<file path="src/rtl/fir_coeff_loader.sv">
// fir_coeff_loader: coefficient loader for the transposed pipelined FIR.
// Loads FIR_DEPTH words into a shadow bank over a valid/ready port. It then
// stalls the FIR input and waits for the pipeline to drain. Finally it swaps
// the shadow bank into the active bank in a single cycle.
//
// Optional feature macro: FIR_COEFF_DRAIN_TIMEOUT_EN
//   When defined, DRAIN is bounded by DRAIN_TIMEOUT cycles, and a forced swap
//   pulses o_timeout. When undefined, o_timeout is tied low.
//
// Ports:
//   i_clk, i_rst           clock, async active-low reset
//   i_en                   global enable (freezes everything when low)
//   i_cfg_start            pulse: begin/restart a coefficient load
//   iv_cfg_data/i_cfg_valid/o_cfg_ready   coefficient stream handshake
//   i_fir_busy             FIR pipeline still holds samples
//   o_hold                 stall request for the FIR input valid
//   ov_coeff               active bank, coeff k at [k*COEFF_WIDTH +: COEFF_WIDTH]
//   o_coeff_update         pulse in the cycle the new active bank appears
//   o_busy                 loader not idle
//   o_abort                pulse when a load is restarted mid-load
//   o_timeout              pulse on forced swap (optional feature)
module fir_coeff_loader #(
    parameter int unsigned COEFF_WIDTH   = 24,
    parameter int unsigned FIR_DEPTH     = 16,
    parameter int unsigned DRAIN_TIMEOUT = 255
) (
    input  logic                             i_clk,
    input  logic                             i_rst,
    input  logic                             i_en,
    input  logic                             i_cfg_start,
    input  logic [COEFF_WIDTH-1:0]           iv_cfg_data,
    input  logic                             i_cfg_valid,
    output logic                             o_cfg_ready,
    input  logic                             i_fir_busy,
    output logic                             o_hold,
    output logic [FIR_DEPTH*COEFF_WIDTH-1:0] ov_coeff,
    output logic                             o_coeff_update,
    output logic                             o_busy,
    output logic                             o_abort,
    output logic                             o_timeout
);

    localparam int unsigned IDX_W = (FIR_DEPTH > 1) ? $clog2(FIR_DEPTH) : 1;
    localparam logic [IDX_W-1:0] LAST_IDX = IDX_W'(FIR_DEPTH - 1);

    // Elaboration-time parameter sanity checks
    if (FIR_DEPTH < 2) begin : g_depth_chk
        $error("fir_coeff_loader: FIR_DEPTH must be at least 2");
    end
    if (DRAIN_TIMEOUT < 2) begin : g_timeout_chk
        $error("fir_coeff_loader: DRAIN_TIMEOUT must be at least 2");
    end

    typedef enum logic [1:0] {
        IDLE  = 2'd0,
        LOAD  = 2'd1,
        DRAIN = 2'd2,
        SWAP  = 2'd3
    } state_t;

    state_t                 state;
    logic [IDX_W-1:0]       idx;
    logic [COEFF_WIDTH-1:0] shadow [FIR_DEPTH];
    // Set after the first DRAIN cycle: the hold has been seen by the FIR input
    logic                   hold_seen;
    logic                   handshake;
    logic                   to_hit;

    assign o_cfg_ready = (state == LOAD) && i_en;
    assign handshake   = i_cfg_valid && o_cfg_ready;

`ifdef FIR_COEFF_DRAIN_TIMEOUT_EN
    localparam int unsigned TO_W = ($clog2(DRAIN_TIMEOUT + 1) > 8) ?
                                   $clog2(DRAIN_TIMEOUT + 1) : 8;
    logic [TO_W-1:0] to_cnt;

    // The count reaches DRAIN_TIMEOUT at the end of this cycle
    assign to_hit = i_fir_busy && (to_cnt == TO_W'(DRAIN_TIMEOUT - 1));

    // DRAIN cycle counter and forced-swap pulse
    always_ff @(posedge i_clk or negedge i_rst) begin
        if (!i_rst) begin
            to_cnt    <= '0;
            o_timeout <= 1'b0;
        end else begin
            o_timeout <= 1'b0;
            if (i_en) begin
                if (state == LOAD) begin
                    to_cnt <= '0;
                end else if (state == DRAIN) begin
                    to_cnt <= to_cnt + TO_W'(1);
                    if (to_hit) begin
                        o_timeout <= 1'b1;
                    end
                end
            end
        end
    end
`else
    assign to_hit    = 1'b0;
    assign o_timeout = 1'b0;
`endif

    // Main loader FSM with registered outputs
    always_ff @(posedge i_clk or negedge i_rst) begin
        if (!i_rst) begin
            state          <= IDLE;
            idx            <= '0;
            hold_seen      <= 1'b0;
            o_hold         <= 1'b0;
            o_busy         <= 1'b0;
            o_abort        <= 1'b0;
            o_coeff_update <= 1'b0;
            ov_coeff       <= '0;
            for (int k = 0; k < FIR_DEPTH; k++) begin
                shadow[k] <= '0;
            end
        end else begin
            // Pulses clear every cycle, including while disabled
            o_abort        <= 1'b0;
            o_coeff_update <= 1'b0;
            if (i_en) begin
                case (state)
                    IDLE: begin
                        if (i_cfg_start) begin
                            state  <= LOAD;
                            idx    <= '0;
                            o_busy <= 1'b1;
                        end
                    end
                    LOAD: begin
                        if (i_cfg_start) begin
                            // Restart wins over a same-cycle handshake
                            idx     <= '0;
                            o_abort <= 1'b1;
                        end else if (handshake) begin
                            shadow[idx] <= iv_cfg_data;
                            if (idx == LAST_IDX) begin
                                state     <= DRAIN;
                                idx       <= '0;
                                o_hold    <= 1'b1;
                                hold_seen <= 1'b0;
                            end else begin
                                idx <= idx + IDX_W'(1);
                            end
                        end
                    end
                    DRAIN: begin
                        if ((hold_seen && !i_fir_busy) || to_hit) begin
                            // New bank and its update pulse appear together in SWAP
                            state          <= SWAP;
                            o_coeff_update <= 1'b1;
                            for (int k = 0; k < FIR_DEPTH; k++) begin
                                ov_coeff[k*COEFF_WIDTH +: COEFF_WIDTH] <= shadow[k];
                            end
                        end else begin
                            hold_seen <= 1'b1;
                        end
                    end
                    SWAP: begin
                        state  <= IDLE;
                        o_hold <= 1'b0;
                        o_busy <= 1'b0;
                    end
                    default: begin
                        state <= IDLE;
                    end
                endcase
            end
        end
    end

endmodule

</file>
<file path="config.mk">
export PLATFORM = sky130hd
export DESIGN_NAME = fir_coeff_loader
export DESIGN_NICKNAME = d
export VERILOG_FILES = /design/src/rtl/fir_coeff_loader.sv
export SDC_FILE = /design/constraint.sdc
export NUM_CORES = 1
export LEC_CHECK = 0
export BUFFER_PORTS_ARGS = -buffer_cell sky130_fd_sc_hd__buf_4
export CAP_MARGIN = 20
export CORE_MARGIN = 1
export CORE_UTILIZATION = 60
export DETAILED_ROUTE_END_ITERATION = 6
export PLACE_DENSITY = 0.86
export SLEW_MARGIN = 40
export SYNTH_ARGS = -nofsm -noshare
export SYNTH_HDL_FRONTEND = slang
export SYNTH_SLANG_ARGS = --single-unit
</file>
<file path="constraint.sdc">
create_clock -name i_clk -period 4.8 [get_ports i_clk]
set_clock_uncertainty 0.05 [all_clocks]
set_input_delay 0.96 -clock i_clk [delete_from_list [all_inputs] [get_ports i_clk]]
set_output_delay 0.96 -clock i_clk [all_outputs]
set_load 0.01 [all_outputs]
</file>
### Word-level counts from Yosys, hierarchy flattened

Cells that the tools add are included.

| word-level totals | value |
|---|---|
| logic and storage cells | 88 |
| bits in registers | 779 |
| input bits | 30 |

| operators by class | value |
|---|---|
| add/sub/neg operators | 1 |
| bitwise operators | 2 |
| reductions and logical operators | 17 |
| eq/ne operators | 11 |
| muxes and demuxes | 31 |
| $lt $le $gt $ge | 2 |

Operators by type and width:

| cell | count |
|---|---|
| 384-bit bitwise mux | 1 |
| 24-bit demux with 4-bit select | 1 |
| 24-bit 2-to-1 mux | 1 |
| 4-bit 2-to-1 mux | 4 |
| 1-bit 2-to-1 mux | 14 |
| 6-bit AND reduction | 2 |
| 2-bit 2-to-1 mux | 5 |
| 2-bit inequality test (second input constant) | 5 |
| 2-bit one-hot mux with 4 select lines | 1 |
| 4-bit one-hot mux with 2 select lines | 1 |
| 4-bit AND reduction | 2 |
| 2-bit nonzero test | 4 |
| 1-bit one-hot mux with 2 select lines | 3 |
| 3-bit AND reduction | 2 |
| 5-bit greater-or-equal comparator (second input constant) | 1 |
| 5-bit by 1-bit < comparator with 1-bit output (second input constant) | 1 |
| 4-bit NOT with 5-bit output | 1 |
| 5-bit AND reduction | 1 |
| 4-bit by 1-bit adder with 4-bit output (second input constant) | 1 |
| 2-bit equality test (second input constant) | 2 |
| 4-bit equality test (second input constant) | 1 |
| 1-bit logical AND | 4 |
| 3-bit inequality test (second input constant) | 1 |
| 2-bit by 1-bit equality test with 1-bit output (second input constant) | 1 |
| 4 further kinds | 4 |

### Depth between registers and ports, before layout

Gate-level depths: netlist of the first run.

| logic depth | value |
|---|---|
| depth after elaboration | 6 |
| gate-level depth with buffers | 10 |
| mapped depth without buffers | 7 |

### Worst setup path before layout of the first run

OpenSTA, ideal clock, no wires.

| timing | value |
|---|---|
| path type | in2reg |
| from | input port i_en |
| to | register shadow[27] (netlist name) |
| required time | 4625 ps |
| setup time | 125 ps |
| arrival time | 2122 ps |
| slack | 2503 ps |
| cell stages on the path | 7 |
| path through | buf_2 > and2_1 > and3_1 > buf_6 > nand3_4 > buf_6 > mux2_4 |

| on the way | value |
|---|---|
| cells in the longest elaborated chain, start to end | 3 |

RTL lines:

| item | RTL line | text |
|---|---|---|
| start: declaration | 29 | `input logic i_en,` |
| 1-bit logical AND | 69 | `assign o_cfg_ready = (state == LOAD) && i_en;` |
| 1-bit logical AND | 70 | `assign handshake = i_cfg_valid && o_cfg_ready;` |
| 4-bit AND reduction (no line) (*) | - |  |
| end signal: indexed assignment | 137 | `shadow[idx] <= iv_cfg_data;` |
| end: declaration | 63 | `logic [COEFF_WIDTH-1:0] shadow [FIR_DEPTH];` |

Every way passes the cells marked *; elsewhere a longest branch is shown, timed or not.
A chain may end at the register's enable or synchronous reset.

### Worst setup path in the final report of the first run

| timing | value |
|---|---|
| from | register state[0] |
| to | register ov_coeff[179] |

| on the way | value |
|---|---|
| cells in the longest elaborated chain, start to end | 2 |

RTL lines:

| item | RTL line | text |
|---|---|---|
| start: declaration | 61 | `state_t state;` |
| start signal: assignment | 107 | `state <= IDLE;` |
| start signal: assignment | 126 | `state <= LOAD;` |
| start signal: assignment | 139 | `state <= DRAIN;` |
| 2-bit equality test | 123 | `case (state)` |
| 3-bit AND reduction (no line) | - |  |
| end signal: indexed assignment | 154 | `ov_coeff[k*COEFF_WIDTH +: COEFF_WIDTH] <= shadow[k];` |
| end: declaration | 36 | `output logic [FIR_DEPTH*COEFF_WIDTH-1:0] ov_coeff,` |

Every way passes these cells.

==> results of run 1 <==
-- placed cells by master (no fill, tap or decap), types with 2 or more instances in the layout --
cell,n
nand2_1,1158
dfrtp_1,779
buf_4,428
mux2_2,307
clkbuf_16,79
mux2_4,60
mux2_1,17
clkbuf_1,16
clkbuf_8,15
clkinv_2,14
buf_12,10
nand2_4,9
ha_1,8
a21oi_1,6
o21ai_0,6
bufinv_16,6
inv_1,5
and3_1,5
inv_6,5
nor2_1,4
nor2b_1,4
nand2_2,3
nand3_4,3
and2_1,2
nand2b_1,2
nand3_1,2
clkinvlp_4,2
-- worst max-delay path by stage --
stage / startpoint / to / cells after the start
floorplan: i_en / shadow[27] / 7
global placement: i_fir_busy / ov_coeff[100] / 7
detailed placement: i_fir_busy / ov_coeff[169] / 7
CTS: state[0] / ov_coeff[148] / 8
global route: state[0] / ov_coeff[148] / 8
finish: state[0] / ov_coeff[179] / 8
-- registers in the layout, summed over array words and instances (netlist names) --
signal,cells
o_hold,1
o_coeff_update,1
shadow,384
o_busy,1
hold_seen,1
state,2
idx,4
ov_coeff,384
o_abort,1
-- area by class of cell --
class                      count  area share
tap                          664     0.02317
sequential                   779      0.5437
clock inverter                28    0.008934
clock buffer                 110     0.06257
antenna                        1  0.00006980
inverter                       6   0.0009771
timing repair buffer         440     0.09639
multi-input combinational   1611      0.2642
-- synth_stat cells (all sizes together) (5+ instances only) --
cell | number | area share
ha | 8 | 0.0034
a21oi | 6 | 0.0010
nand2 | 1170 | 0.15
buf | 81 | 0.020
mux2 | 384 | 0.15
inv | 6 | 0.00075
nor2b | 5 | 0.0013
nand3 | 5 | 0.0021
dfrtp | 779 | 0.65
nor2 | 5 | 0.00071
clkbuf | 69 | 0.0087
and3 | 5 | 0.0010
o21ai | 6 | 0.0010
-- power groups by stage --
stage	combinational, mW	sequential (mW)	clock (mW)
6_report	1.62	7.35	6.13
3_3_place_gp	1.52	7.42	0
2_1_floorplan	0.733	7.46	0
3_5_place_dp	1.60	7.45	0
4_1_cts	1.62	7.34	6.19
5_1_grt	1.75	7.38	6.44
-- metal layers --
metal | GRT usage | routed length [µm] | up-vias
li1 | - | - | 8813
met1 | 0.4245 | 31180 | 10620
met2 | 0.5072 | 38410 | 1117
met3 | 0.07262 | 7150 | 211
met4 | 0.1358 | 2954 | 0
met5 | 0 | 0 | -
-- critical path: stages (launching register included) --
cell      delay (ns)
dfrtp_1         0.40
inv_1           0.08
ha_1            0.27
nand2_1         0.09
or2_4           0.61
clkinv_8        0.69
buf_12          0.45
nand2_1         0.15
nand2_1         0.07
-- cell families (layout without fill, tap and decap cells) --
kind of cell | after synthesis | count (layout) | share of synthesized area
compound gates | 18 | 18 | 0.003901
fa+ha+maj | 8 | 8 | 0.003356
buf+inv | 156 | 584 | 0.02911
flops | 779 | 779 | 0.6535
mux | 385 | 385 | 0.1528
other cells | 1 | 2 | 0.0001257
simple gates | 1199 | 1199 | 0.1572
==> impl_metrics.ini, run 1 <==
[synth]
async_flop_share = 1.000
yosysSeqAreaShare = 0.6535
synth.distinct_cells = 38
syn-cell-area_um2 = 29830
syn_nets = 2584
synth_flop_cell = dfrtp_1
syn_area_per_cell_um2 = 11.72
synth_edf_count = 0
synth_cells = 2546
ys.warnings.count = 0
synth_seq_cells = 779

[power_and_ir_drop]
p_comb_frac = 0.107
power_density_nw_per_um2 = 421.2
sw_frac_of_total = 0.2541
p_int_mw = 11.26
p_leak_nw = 20.50
seqPwrFrac = 0.487
total_power_mw = 15.10
irDropWorstVdd_mv = 0.4877
pwr-share-clk = 0.406
switchingPower_mw = 3.837

[routing]
first_pass_iters = 5
drtAntennaViolNets = 0
wire_per_inst_um = 21.90
drc = 0
drtIter0Drc = 1950
via_count = 20760
drt-vias-per-instance = 5.704
routed_wl_um = 79700

[place]
pre_cts_slack_ns = 1.513
gp_congestion = 0.8392
io_buffers = 418
dp_hpwl_um = 48290
dp_cells = 3499
place_area_um2 = 33250

[worst_setup_path]
rr_startpoint = state[0]
reg2reg_depth = 8
reg2reg_slack_ns = 1.72
cp.arrival_ns = 3.53
end_kind = flip-flop
path_max_fanout = 154
worstSetupPathType = flip-flop to flip-flop
cp-start-kind = flip-flop
reg2reg_to = ov_coeff[179]
cp_data_required_time_ns = 5.25

[finish]
syn_to_final_growth_pct = 20.19
fin_nets = 2953
fin_util = 0.7324
final-seq-area_um2 = 19490
instances_no_fill = 3639
final_area_um2 = 35850
multiInputGateArea_um2 = 9472
drive_above_1_share = 0.3198
fill_cells = 2983

[timing]
setup_viol = 0
rsz0062_at_grt = no
fin_crit_ns = 3.084
report.final.slew_viol_count = 0
tightest_slew_ns = 0.8282
timing.setup.tns_ns = 0
fin_crit_sh = 0.6426
hold_slack_ns = 0.1909
finalHoldViolations = 0
clock.fmax_ghz = 0.3242
relSlewSlack = 0.4459
fin_ws_ns = 1.716

[die]
die_area_um2 = 50610
dieWidth_um = 225.0
rows = 81
initial_utilization = 0.6094
die_y_um = 225.0
ios = 420
core_area_um2 = 48950

[cts]
cts_setup_buffers = 0
hold_buffers = 0
numCtsBuffers = 77
clock_sink_count = 779
cts_root_buffer = clkbuf_16
clock_latency_ns = 0.62
cts_tree = yes
htreeDepth = 3
cts_resized = 0
clk_pin_slew_ns = 0.06
cts_buffer_depth = 3

[grt]
grt_pass1_wl_um = 121700
overflow = 0
grt_use_total = 0.3186
grt_max_degree = 166
antenna_found_initial = 4
grt_pass1_vias = 21190

[worst_hold_path]
hp-class = primary input to async pin

[outcome]
outcome = finished, final reports clean

[flow_run]
drv_cap = 0
(Power assumes the default switching activity.)
==> run 2: changes to the inputs <==
- CORE_UTILIZATION: 60 -> 52
- PLACE_DENSITY: 0.86 -> 0.79
- clock period: 4.8 -> 2.7 ns (I/O delays scaled with it)
==> impl_metrics.ini, run 2 (same netlist as run 1, synthesis figures left out) <==
[outcome]
outcome = finished, final reports clean

[die]
die_y_um = 241.5
core_area_um2 = 56500
initial_utilization = 0.5280
die_area_um2 = 58330
ios = 420
dieWidth_um = 241.5
rows = 87

[finish]
drive_above_1_share = 0.3211
mostFrequentLayoutCells = 1158 x nand2_1, 779 x dfrtp_1, 443 x buf_4
reg.largest.list = ov_coeff x384, shadow x384, idx x4
fill_cells = 4084
fin_util = 0.6396
layout_commonest_cell = nand2_1
final_area_um2 = 36140
fin_nets = 2976
instances_no_fill = 3749
syn_to_final_growth_pct = 21.14

[cts]
cts_tree = yes
numCtsBuffers = 76
clock_latency_ns = 0.61
clock_sink_count = 779
cts_setup_buffers = 0
cts_buffer_depth = 3
htreeDepth = 3
clk_pin_slew_ns = 0.06
cts_root_buffer = clkbuf_16

[timing]
setup_viol = 0
fin_ws_ns = 0.2445
clock.fmax_ghz = 0.4073
timing.setup.tns_ns = 0
tightest_slew_ns = 0.8322
relSlewSlack = 0.4452
report.final.slew_viol_count = 0
fin_crit_sh = 0.9094
rsz0062_at_grt = no
hold_slack_ns = 0.2221
finalHoldViolations = 0
fin_crit_ns = 2.455

[flow_run]
drv_cap = 0

[worst_setup_path]
reg2reg_slack_ns = 0.24
path_max_fanout = 24
cp-start-kind = flip-flop
cp.arrival_ns = 2.89
worstSetupPathType = flip-flop to flip-flop
end_kind = flip-flop
cp_data_required_time_ns = 3.14

[power_and_ir_drop]
irDropWorstVdd_mv = 0.4488
seqPwrFrac = 0.495
pwr-share-clk = 0.397
sw_frac_of_total = 0.2510
switchingPower_mw = 6.645
p_comb_frac = 0.108
total_power_mw = 26.47
p_int_mw = 19.83
power_density_nw_per_um2 = 732.6
p_leak_nw = 20.58

[routing]
wire_per_inst_um = 20.73
first_pass_iters = 6
drt-vias-per-instance = 5.380
drtAntennaViolNets = 0
routed_wl_um = 77730
drtIter0Drc = 1613
via_count = 20170
drc = 0

[grt]
antenna_found_initial = 4
grt_pass1_vias = 20640
grt_pass1_wl_um = 120500
grt_use_total = 0.2683
overflow = 0
grt_max_degree = 157

[place]
dp_hpwl_um = 49300
dp_cells = 3615
gp_congestion = 0.8337
io_buffers = 418
pre_cts_slack_ns = 0.2604
place_area_um2 = 33660

[worst_hold_path]
hp-class = primary input to flip-flop
## run 2: final timing paths
check | start | end | cells after the start
setup / recovery | state[1] | shadow[273] | 6
hold reg to reg | shadow[99] | ov_coeff[267] | 2
min in group asynchronous | i_rst | ov_coeff[262] | 2
setup reg to reg | state[1] | shadow[273] | 6
hold / removal | i_en | o_abort | 2
max in group asynchronous | i_rst | shadow[344] | 3
## run 2: layout make-up
class,instances,area (µm²),area share
well taps,756,945.9,0.02618
flip-flops and latches,779,19490,0.5394
diodes,3,7.507,0.0002077
repair buffers,464,3731,0.1032
clock buffers,115,2252,0.06232
clock inverters,15,205.2,0.005678
inverters,6,30.03,0.0008310
multi-input cells,1611,9472,0.2621
## run 2: power groups by stage
stage	sequential [mW]	combinational (mW)	clock [mW]
detailed placement	13.3	2.87	0
finish	13.1	2.85	10.5
CTS	13.1	2.89	10.7
global route	13.2	3.13	11.1
floorplan	13.3	1.30	0
global placement	13.3	2.76	0
## run 2: metal layers
metal | global-route usage | part of all wire | up-vias
met3 | 0.05250 | 0.077 | 122
li1 | - | - | 8852
met4 | 0.09592 | 0.028 | 0
met1 | 0.3799 | 0.43 | 10370
met2 | 0.4151 | 0.47 | 825
met5 | 0 | 0 | -
## run 2: worst max-delay path, stage by stage (launching register included)
cell,delay [ns]
dfrtp_1,0.42
inv_1,0.12
ha_1,0.30
nor2b_4,0.24
and3_1,0.44
nand2_4,0.34
mux2_1,0.42
## run 2: repair_timing
item	CTS	global route
hold buffers	1	0
resized for setup	0	0
hold endpoints to repair	33	0
==> run 3: changes to the inputs <==
- CORE_UTILIZATION: 52 -> 45
- PLACE_DENSITY: 0.79 -> 0.71
==> impl_metrics.ini, run 3 (same netlist as run 1, synthesis figures left out) <==
[timing]
rsz0062_at_grt = no
timing.setup.tns_ns = 0
relSlewSlack = 0.4649
report.final.slew_viol_count = 0
setup_viol = 0
tightest_slew_ns = 0.8026
finalHoldViolations = 0
fin_crit_sh = 0.9419
clock.fmax_ghz = 0.3932
fin_crit_ns = 2.543

[cts]
htreeDepth = 3
numCtsBuffers = 81
clock_latency_ns = 0.62
clk_pin_slew_ns = 0.06
clock_sink_count = 779
cts_root_buffer = clkbuf_16
cts_buffer_depth = 3
cts_resized = 0
cts_tree = yes

[place]
dp_cells = 3719
io_buffers = 418
dp_hpwl_um = 49530
place_area_um2 = 33800
gp_congestion = 0.8024

[routing]
drtAntennaViolNets = 0
routed_wl_um = 77880
first_pass_iters = 5
drt-vias-per-instance = 5.128
wire_per_inst_um = 20.12
drc = 0
drtIter0Drc = 1583
via_count = 19850

[worst_setup_path]
worstSetupPathType = flip-flop to flip-flop
cp_slowest_cell = and3_1
cpPeakStageDelay_ns = 0.46
path_max_fanout = 24
cp.arrival_ns = 2.98
path_cells = inv_1 > ha_1 > nor2b_4 > and3_1 > nand3_4 > buf_4 > mux2_4
reg2reg_depth = 7
cp-start-kind = flip-flop
cp_data_required_time_ns = 3.13
end_kind = flip-flop

[grt]
overflow = 0
antenna_found_initial = 5
grt_pass1_wl_um = 119400
grt_pass1_vias = 20250
grt_use_total = 0.2326
grt_max_degree = 189

[power_and_ir_drop]
power_density_nw_per_um2 = 740.6
total_power_mw = 27.04
irDropWorstVdd_mv = 0.4337
p_leak_nw = 20.70

[worst_hold_path]
whs_path_depth = 2
hp-class = primary input to flip-flop

[die]
die_area_um2 = 67320
dieWidth_um = 259.5
die_y_um = 259.5
initial_utilization = 0.4545
core_area_um2 = 65630
ios = 420
rows = 94

[finish]
fill_cells = 5479
drive_above_1_share = 0.3260
layout_commonest_cell = nand2_1
syn_to_final_growth_pct = 22.36
reg.largest.list = ov_coeff x384, shadow x384, idx x4
fin_nets = 2978
mostFrequentLayoutCells = 1158 x nand2_1, 779 x dfrtp_1, 436 x buf_4
final_area_um2 = 36500
instances_no_fill = 3871
fin_util = 0.5562

[outcome]
outcome = finished, final reports clean

[flow_run]
drv_cap = 0
## run 3: worst paths after layout
check	from	to	slack, ns
min reg2reg	shadow[72]	ov_coeff[288]	0.41
min in group asynchronous	i_rst	ov_coeff[244]	0.43
max	state[1]	shadow[28]	0.16
max reg2reg	state[1]	shadow[28]	0.16
max in group asynchronous	i_rst	shadow[334]	1.22
min	i_en	o_abort	0.21
## run 3: worst max-delay path: cells and delay by family, from the launching register on
family	cells	cell delay (ns)
and+or+nand+nor	3	0.82
buffers and inverters	2	0.43
DFF	1	0.41
muxes	1	0.35
adders and majority gates	1	0.34
## run 3: power breakdown
part	leakage (nW)	switching, mW	internal (mW)
clock network	1.33	4.58	6.48
registers	10.8	0.591	12.5
logic	8.58	1.69	1.18
total	20.7	6.86	20.2
## run 3: area by class of cell
type                    count  area [µm²]  area share
clock inverters            25       196.4    0.005381
multi-input cells        1611        9472      0.2595
diodes                      1       2.502  0.00006855
well taps                 864        1081     0.02962
flip-flops and latches    779       19490      0.5340
clock buffers             124        2461     0.06742
repair buffers            461        3766      0.1032
inverters                   6       30.03   0.0008227
## run 3: timing repair
item / 4_1_cts / 5_1_grt
endpoints found under the setup margin: 0 / 0
hold buffers: 1 / 0
hold endpoints to repair: 34 / 0
buffers inserted: 0 / 0
## run 3: stage by stage
stage	hold WS [ns]	setup WS, ns
floorplan	0.1944	0.7297
global placement	0.3917	0.2845
detailed placement	0.3938	0.2108
CTS	0.1646	0.1831
global route	0.2072	0.04499
finish	0.2068	0.1568
## run 3: metal layers
metal | GRT usage | up-vias | wire [µm]
li1 | - | 8880 | -
met1 | 0.3346 | 10170 | 35080
met2 | 0.3617 | 688 | 36100
met3 | 0.04150 | 108 | 5110
met4 | 0.06732 | 0 | 1584
met5 | 0 | - | 0
